--- src/rtl/jtdsp16_pkg.sv ---
// ---------------------------------------------------------------------------
// jtdsp16_pkg
// Shared constants and helpers for the DSP16 instruction fetch stage.
//   CACHE_W_DEF : default do-loop cache depth in words (legal 1..15)
//   ROM_AW      : program ROM address width
//   DO_LEN_W    : width of the do-loop body length field (do_data[10:7])
//   WORD_W      : instruction word width
//   NOP         : instruction encoding used as the idle/reset value of ir
// ---------------------------------------------------------------------------
package jtdsp16_pkg;

    localparam int CACHE_W_DEF = 15;
    localparam int ROM_AW      = 16;
    localparam int DO_LEN_W    = 4;
    localparam int WORD_W      = 16;

    localparam logic [WORD_W-1:0] NOP = 16'h0000;

    // What a do instruction does to the loop cache
    typedef enum logic [1:0] {
        CACHE_KEEP,     // no do, or redo (len 0): cache left intact
        CACHE_LOAD,     // new loop that fits: rebase and refill
        CACHE_BYPASS    // loop too long to cache: run it from ROM
    } cache_op_e;

    function automatic cache_op_e decode_do(input logic                do_start,
                                            input logic [DO_LEN_W-1:0] do_len,
                                            input int                  depth);
        if (!do_start || do_len == '0)
            return CACHE_KEEP;
        if (int'(do_len) <= depth)
            return CACHE_LOAD;
        return CACHE_BYPASS;
    endfunction

endpackage

--- src/rtl/jtdsp16_fetch_if.sv ---
// ---------------------------------------------------------------------------
// jtdsp16_fetch_if
// Program ROM bus between the fetch stage (master) and the ROM (slave).
//   rom_cs   : fetch requests a ROM read
//   rom_addr : ROM read address
//   rom_data : ROM read data
//   rom_ok   : rom_data is valid for the address that has been held
// ---------------------------------------------------------------------------
interface jtdsp16_fetch_if #(
    parameter int AW = 16
);
    logic          rom_cs;
    logic [AW-1:0] rom_addr;
    logic [15:0]   rom_data;
    logic          rom_ok;

    modport master (
        output rom_cs,
        output rom_addr,
        input  rom_data,
        input  rom_ok
    );

    modport slave (
        input  rom_cs,
        input  rom_addr,
        output rom_data,
        output rom_ok
    );
endinterface

--- src/rtl/jtdsp16_fetch_cache.sv ---
// ---------------------------------------------------------------------------
// jtdsp16_fetch_cache
// Do-loop cache: holds up to CACHE_W words of a loop body so that later
// passes replay without touching program ROM.
//   clk, rst_n : clock, asynchronous active-low reset
//   cen        : clock enable
//   pc         : current program address
//   do_start   : do instruction executing this cycle
//   do_len     : loop body length (0 = redo, keep cache)
//   word_ok    : the word for pc is available this cycle
//   word       : that word (cache or ROM)
//   hit        : pc lies inside the cached loop and its slot is filled
//   rd_data    : cached word for pc (meaningful only when hit)
// ---------------------------------------------------------------------------
module jtdsp16_fetch_cache
    import jtdsp16_pkg::*;
#(
    parameter int CACHE_W = CACHE_W_DEF,
    parameter int AW      = ROM_AW
) (
    input  logic                clk,
    input  logic                rst_n,
    input  logic                cen,
    input  logic [AW-1:0]       pc,
    input  logic                do_start,
    input  logic [DO_LEN_W-1:0] do_len,
    input  logic                word_ok,
    input  logic [WORD_W-1:0]   word,
    output logic                hit,
    output logic [WORD_W-1:0]   rd_data
);

    // Storage is addressed by the full length field; slots at or above
    // CACHE_W are never enabled and fall away in synthesis.
    localparam int                SLOTS = 1 << DO_LEN_W;
    localparam logic [DO_LEN_W:0] DEPTH = (DO_LEN_W + 1)'(CACHE_W);

    logic [WORD_W-1:0]   mem [SLOTS];
    logic [SLOTS-1:0]    valid;
    logic [AW-1:0]       base;
    logic [AW-1:0]       offset;
    logic [DO_LEN_W-1:0] len;
    logic [DO_LEN_W-1:0] idx;
    logic                fill;
    logic                in_range;
    logic                slot_ok;
    logic                wr;
    cache_op_e           op;

    // Modular offset lets a loop straddle the top of the address space
    assign offset   = pc - base;
    assign idx      = offset[DO_LEN_W-1:0];
    assign in_range = offset < AW'(len);
    assign slot_ok  = {1'b0, idx} < DEPTH;
    assign hit      = in_range && valid[idx];
    assign rd_data  = mem[idx];
    assign op       = decode_do(do_start, do_len, CACHE_W);
    assign wr       = cen && word_ok && fill && !hit && in_range && slot_ok;

    always_ff @(posedge clk or negedge rst_n) begin
        if (!rst_n) begin
            valid <= '0;
            base  <= '0;
            len   <= '0;
            fill  <= 1'b0;
        end else if (cen) begin
            case (op)
                CACHE_LOAD: begin
                    base  <= pc;
                    len   <= do_len;
                    fill  <= 1'b1;
                    // The first body word may already arrive in the do
                    // cycle; keep it rather than losing it to the clear.
                    valid <= {{(SLOTS - 1){1'b0}}, word_ok};
                end
                CACHE_BYPASS: begin
                    fill <= 1'b0;
                    len  <= '0;
                end
                default: begin
                    if (wr)
                        valid[idx] <= 1'b1;
                end
            endcase
        end
    end

    always_ff @(posedge clk) begin
        if (cen) begin
            if (op == CACHE_LOAD && word_ok)
                mem[0] <= word;
            else if (wr)
                mem[idx] <= word;
        end
    end

endmodule

--- src/rtl/jtdsp16_fetch.sv ---
// ---------------------------------------------------------------------------
// jtdsp16_fetch
// Instruction fetch stage sitting after the XAAU. Reads program ROM with an
// ok handshake (or replays from the do-loop cache), registers the
// instruction for the decoder, steers the second word of two-word
// instructions to imm_data, and halts the XAAU while no word is available.
//   clk, rst_n : clock, asynchronous active-low reset
//   cen        : clock enable
//   pc         : program address from the XAAU
//   do_start   : do instruction executing this cycle
//   do_len     : do body length, 0 = redo
//   imm_req    : decoder reports current ir is a two-word instruction
//   rom        : program ROM bus (master side)
//   ir         : instruction register
//   ir_valid   : ir was loaded this cycle (otherwise the decoder runs a NOP)
//   imm_data   : immediate second word
//   imm_valid  : imm_data was loaded this cycle
//   pc_halt    : word not available, XAAU must hold pc
// ---------------------------------------------------------------------------
module jtdsp16_fetch
    import jtdsp16_pkg::*;
#(
    parameter int CACHE_W = CACHE_W_DEF,
    parameter int AW      = ROM_AW
) (
    input  logic                clk,
    input  logic                rst_n,
    input  logic                cen,
    input  logic [AW-1:0]       pc,
    input  logic                do_start,
    input  logic [DO_LEN_W-1:0] do_len,
    input  logic                imm_req,
    jtdsp16_fetch_if.master     rom,
    output logic [WORD_W-1:0]   ir,
    output logic                ir_valid,
    output logic [WORD_W-1:0]   imm_data,
    output logic                imm_valid,
    output logic                pc_halt
);

    logic                hit;
    logic [WORD_W-1:0]   cache_data;
    logic [WORD_W-1:0]   word;
    logic                word_ok;
    logic                addr_stable;
    logic                last_cs;
    logic [AW-1:0]       last_addr;
    logic                imm_pending;

    jtdsp16_fetch_cache #(
        .CACHE_W (CACHE_W),
        .AW      (AW)
    ) u_cache (
        .clk      (clk),
        .rst_n    (rst_n),
        .cen      (cen),
        .pc       (pc),
        .do_start (do_start),
        .do_len   (do_len),
        .word_ok  (word_ok),
        .word     (word),
        .hit      (hit),
        .rd_data  (cache_data)
    );

    assign rom.rom_addr = pc;
    assign rom.rom_cs   = rst_n & ~hit;

    // rom_ok only counts once the request has been held on the same
    // address for a full enabled cycle.
    assign addr_stable = last_cs && (last_addr == pc);
    assign word_ok     = hit || (rom.rom_ok && addr_stable);
    assign word        = hit ? cache_data : rom.rom_data;
    assign pc_halt     = rst_n & ~word_ok;

    always_ff @(posedge clk or negedge rst_n) begin
        if (!rst_n) begin
            last_cs     <= 1'b0;
            last_addr   <= '0;
            ir          <= NOP;
            ir_valid    <= 1'b0;
            imm_data    <= NOP;
            imm_valid   <= 1'b0;
            imm_pending <= 1'b0;
        end else if (cen) begin
            last_cs   <= rom.rom_cs;
            last_addr <= pc;
            if (word_ok) begin
                if (imm_pending) begin
                    // Second word of a two-word instruction: ir stays put
                    imm_data    <= word;
                    imm_valid   <= 1'b1;
                    ir_valid    <= 1'b0;
                    imm_pending <= 1'b0;
                end else begin
                    ir          <= word;
                    ir_valid    <= 1'b1;
                    imm_valid   <= 1'b0;
                    imm_pending <= ir_valid && imm_req;
                end
            end else begin
                ir_valid  <= 1'b0;
                imm_valid <= 1'b0;
            end
        end
    end

endmodule

--- src/flat_wrapper.sv ---
// flat-port wrapper written by rule: the top's interface ports become plain ports
module jtdsp16_fetch_flat import jtdsp16_pkg::*;
#(
    parameter int CACHE_W = CACHE_W_DEF,
    parameter int AW      = ROM_AW
)
  (clk, rst_n, cen, pc, do_start, do_len, imm_req, ir, ir_valid, imm_data, imm_valid, pc_halt, rom_rom_cs, rom_rom_addr, rom_rom_data, rom_rom_ok);
  jtdsp16_fetch_if #(.AW(AW)) rom_i ();
  input  logic clk;
  input  logic rst_n;
  input  logic cen;
  input  logic [AW-1:0] pc;
  input  logic do_start;
  input  logic [DO_LEN_W-1:0] do_len;
  input  logic imm_req;
  output logic [WORD_W-1:0] ir;
  output logic ir_valid;
  output logic [WORD_W-1:0] imm_data;
  output logic imm_valid;
  output logic pc_halt;
  output wire logic [$bits(rom_i.rom_cs)-1:0] rom_rom_cs;
  output wire logic [$bits(rom_i.rom_addr)-1:0] rom_rom_addr;
  input wire logic [$bits(rom_i.rom_data)-1:0] rom_rom_data;
  input wire logic [$bits(rom_i.rom_ok)-1:0] rom_rom_ok;
  assign rom_rom_cs = rom_i.rom_cs;
  assign rom_rom_addr = rom_i.rom_addr;
  assign rom_i.rom_data = rom_rom_data;
  assign rom_i.rom_ok = rom_rom_ok;
  jtdsp16_fetch #(.CACHE_W(CACHE_W), .AW(AW)) u_core (.clk(clk), .rst_n(rst_n), .cen(cen), .pc(pc), .do_start(do_start), .do_len(do_len), .imm_req(imm_req), .rom(rom_i), .ir(ir), .ir_valid(ir_valid), .imm_data(imm_data), .imm_valid(imm_valid), .pc_halt(pc_halt));
endmodule
--- config.mk ---
export PLATFORM = sky130hd
export DESIGN_NAME = jtdsp16_fetch_flat
export DESIGN_NICKNAME = d
export VERILOG_FILES = /design/src/rtl/jtdsp16_pkg.sv /design/src/rtl/jtdsp16_fetch_if.sv /design/src/rtl/jtdsp16_fetch_cache.sv /design/src/rtl/jtdsp16_fetch.sv /design/src/flat_wrapper.sv
export SDC_FILE = /design/constraint.sdc
export NUM_CORES = 1
export LEC_CHECK = 0
export CORE_ASPECT_RATIO = 1.5
export CORE_UTILIZATION = 35
export DETAILED_ROUTE_END_ITERATION = 8
export GPL_ROUTABILITY_DRIVEN = 0
export PLACE_DENSITY_LB_ADDON = 0.05
export SYNTH_ARGS = -nofsm -noshare
export SYNTH_HDL_FRONTEND = slang
export SYNTH_SLANG_ARGS = --single-unit
--- constraint.sdc ---
create_clock -name clk -period 5.5 [get_ports clk]
set_input_delay 0.55 -clock clk [delete_from_list [all_inputs] [get_ports clk]]
set_output_delay 0.55 -clock clk [all_outputs]
set_load 0.01 [all_outputs]
==> flow_metrics.py <==
metrics = {
    "setup_path": {
        "r2r_cells": 14,
        "crit_path_max_incr_delay_ps": 630,
        "crit_path_start": "pc[0]",
        "path_delay_family": "buffers and inverters",
        "crit_path_max_fanout": 4,
        "endpoint_kind": "primary output",
        "cp.arrival_ps": 4730,
        "r2r_start": "u_core.u_cache.base[0]",
        "crit_chain": "clkdlybuf4s50_1, inv_1, buf_12, ha_4, inv_1, fa_4, ha_1, a21boi_0, o31ai_1, o211ai_1, a221o_1, a2111o_1, nor4b_2, buf_4, nand3_4, and3_1, clkdlybuf4s50_1",
        "worst-path-stages": 17,
        "crit_path_top_delay_cell": "fa_4",
        "path_class": "input port to primary output",
        "required_ps": 4950,
        "crit_buf_inv": 6,
        "worst_setup_path_start_kind": "input port",
        "r2r-end": "u_core.u_cache.mem[9][6]",
        "r2r_slack_ps": 820,
    },
    "timing": {
        "setup_violations": 0,
        "rsz0062_at_grt": "false",
        "maxSlewViolCount": 0,
        "finalHoldViolCount": 0,
        "max_slew.worst_pin.slew_ps": 878,
        "setup_ws_ps": 219,
        "max_freq_ghz": 0.189,
        "timing.final.crit_period_ps": 5280,
        "period_share": 0.960,
        "skew_ps": 18.4,
        "relSlewSlack": 0.415,
        "final.setup.tns_ps": 0,
    },
    "synth": {
        "yosys.cell_types.count": 66,
        "seq_area_frac_synth": 0.644,
        "synthCells": 1044,
        "synth-edff-count": 256,
        "syn_area_sq_um": 15400,
        "synth_common_cells": "256 x edfxtp_1, 112 x nand2_1, 89 x dfrtp_1",
        "ys_ff_latch": 345,
        "syn_area_per_cell_sq_um": 14.7,
        "synth_top_area_cell": "edfxtp_1",
        "synth_top_area_frac": 0.499,
        "yosysMostFrequentCell": "edfxtp_1",
        "synth_top_flop_cell": "edfxtp_1",
        "yosys-top-cells-area": "edfxtp_1 50%, dfrtp_1 14%, mux4_2 10%",
        "yosys_warnings": 0,
        "synth-async-reset-ratio": 0.258,
    },
    "placed_design": {
        "dp_cells": 1719,
        "placed_area_sq_um": 17600,
        "hpwl_um": 28200,
        "portBuffers": 93,
        "dp_slack_ps": -9.63,
    },
    "grt": {
        "grt_use_total": 0.192,
        "grt_pass1_vias": 9944,
        "antenna_found_initial": 1,
        "overflow": 0,
        "grt_max_degree": 66,
        "grt_pass1_wl_um": 63400,
    },
    "run_status": {
        "status": "finished, final reports clean",
    },
    "floorplanning": {
        "core_sq_um": 43200,
        "start_util": 0.357,
        "die_area_sq_um": 44800,
        "rows": 93,
        "die_h_um": 259,
        "die_x_um": 173,
        "io_pins": 94,
    },
    "final_layout": {
        "fillers": 3957,
        "design_area_sq_um": 18800,
        "instances_no_fill": 1785,
        "diodes": 0,
        "area_growth_pct": 21.9,
        "post_route_cells_drive_above_1_share": 0.205,
        "num-nets-final": 1249,
    },
    "drt": {
        "drtPass1Iterations": 7,
        "drc": 0,
        "wl_per_cell_um": 23.5,
        "num_vias": 9152,
        "drt_iter0_drc": 572,
        "detail-route-antenna-nets": 0,
        "postRouteWirelength_um": 42000,
        "via_per_inst": 5.13,
    },
    "job": {
        "maxCapViolations": 0,
    },
    "clock_network": {
        "clock-sinks": 345,
        "htreeDepth": 2,
        "cts_tree": "done",
        "path_clk_slew_ps": 60,
        "clock_path_buffers": 3,
        "root_buffer": "clkbuf_16",
        "cts_buffers": 36,
        "cts_setup_buffers": 0,
        "clock_latency_ps": 540,
    },
    "worst_hold_path": {
        "hp-start": "u_core.u_cache.valid[2]",
        "hold-path-cell-count": 2,
        "hp-class": "flop to flop",
        "holdPathEnd": "u_core.u_cache.valid[2]",
    },
    "power": {
        "total_power_uw": 6640,
        "power.density_nw_per_um2": 354,
        "p_leak_uw": 0.00699,
        "peakVddDrop_mv": 0.251,
    },
}
## how the worst max path moves through the flow
stage	end	slack (ps)
detailed placement	u_core.u_cache.mem[9][6]	-10
global route	pc_halt	10
finish	pc_halt	220
global placement	u_core.u_cache.mem[9][8]	-40
CTS	pc_halt	90
floorplan	u_core.u_cache.mem[1][0]	-430
## where the power goes
part           leakage, uW  switching [uW]  total (uW)  internal [uW]
Combinational      0.00296             871        1410            536
Sequential         0.00348            17.3        2860           2840
Clock             0.000551            1020        2370           1350
Total              0.00699            1910        6640           4730
## cells by family after synthesis
kind of cell | share of synthesized area
AO/OA/AOI/OAI | 0.0626
adder cells (fa/ha/maj) | 0.0159
AND/OR/NAND/NOR | 0.0895
flip-flops | 0.644
multiplexers | 0.145
other | 0.000244
buffers and inverters | 0.0284
XOR/XNOR | 0.0142
## through the flow
| stage | util | hold WS, ps |
|---|---|---|
| 2_1_floorplan | - | 254 |
| 3_3_place_gp | 0.408 | 461 |
| 3_5_place_dp | 0.408 | 472 |
| 4_1_cts | 0.434 | 486 |
| 5_1_grt | 0.435 | 501 |
| 6_report | 0.435 | 485 |
## area by class of cell
type                       instances  area, sq um  share of cell area
tap                              570          713              0.0380
sequential                       345         9910               0.528
clock buffer                      47          973              0.0519
inverter                          27          101             0.00540
timing repair buffer             161         1650              0.0882
clock inverter                    18          148             0.00787
multi-input combinational        617         5260               0.280
## tightest hold or removal path, cell delays in order, from the launching register on
cell and delay [ps]:
dfrtp_1 340, nand2_1 40, o21ai_0 60
## registers in the layout, indices dropped and copies added (netlist names)
signal	cells
u_core.ir_valid	1
u_core.u_cache.base	16
u_core.imm_valid	1
u_core.imm_data	16
u_core.imm_pending	1
u_core.u_cache.mem	256
u_core.ir	16
u_core.u_cache.valid	16
u_core.last_addr	16
u_core.last_cs	1
u_core.u_cache.len	4
u_core.u_cache.fill	1
## cells in the final DEF, fill, tap and decap left out, types with 26 or more instances in the layout
cell and n:
buf_4 51, clkbuf_16 37, clkdlybuf4s50_1 92, dfrtp_1 89, edfxtp_1 256, inv_1 26, mux2_2 32, mux2i_1 31
mux4_2 69, nand2_1 112, nor2_1 82, o21a_1 32, o21ai_0 29
## what timing repair did
| action | 4_1_cts | 5_1_grt |
|---|---|---|
| resized for setup | 0 | 1 |
| hold buffers | 1 | 0 |
| setup endpoints to repair | 0 | 2 |
| endpoints found under the hold margin | 24 | 0 |
## per-layer routing
metal | global-route usage | vias up | wire, um
li1 | - | 4212 | -
met1 | 0.206 | 4700 | 15400
met2 | 0.372 | 165 | 23600
met3 | 0.0210 | 75 | 990
met4 | 0.0927 | 0 | 1980
met5 | 0 | - | 0
Power figures use the tool's default switching activity.
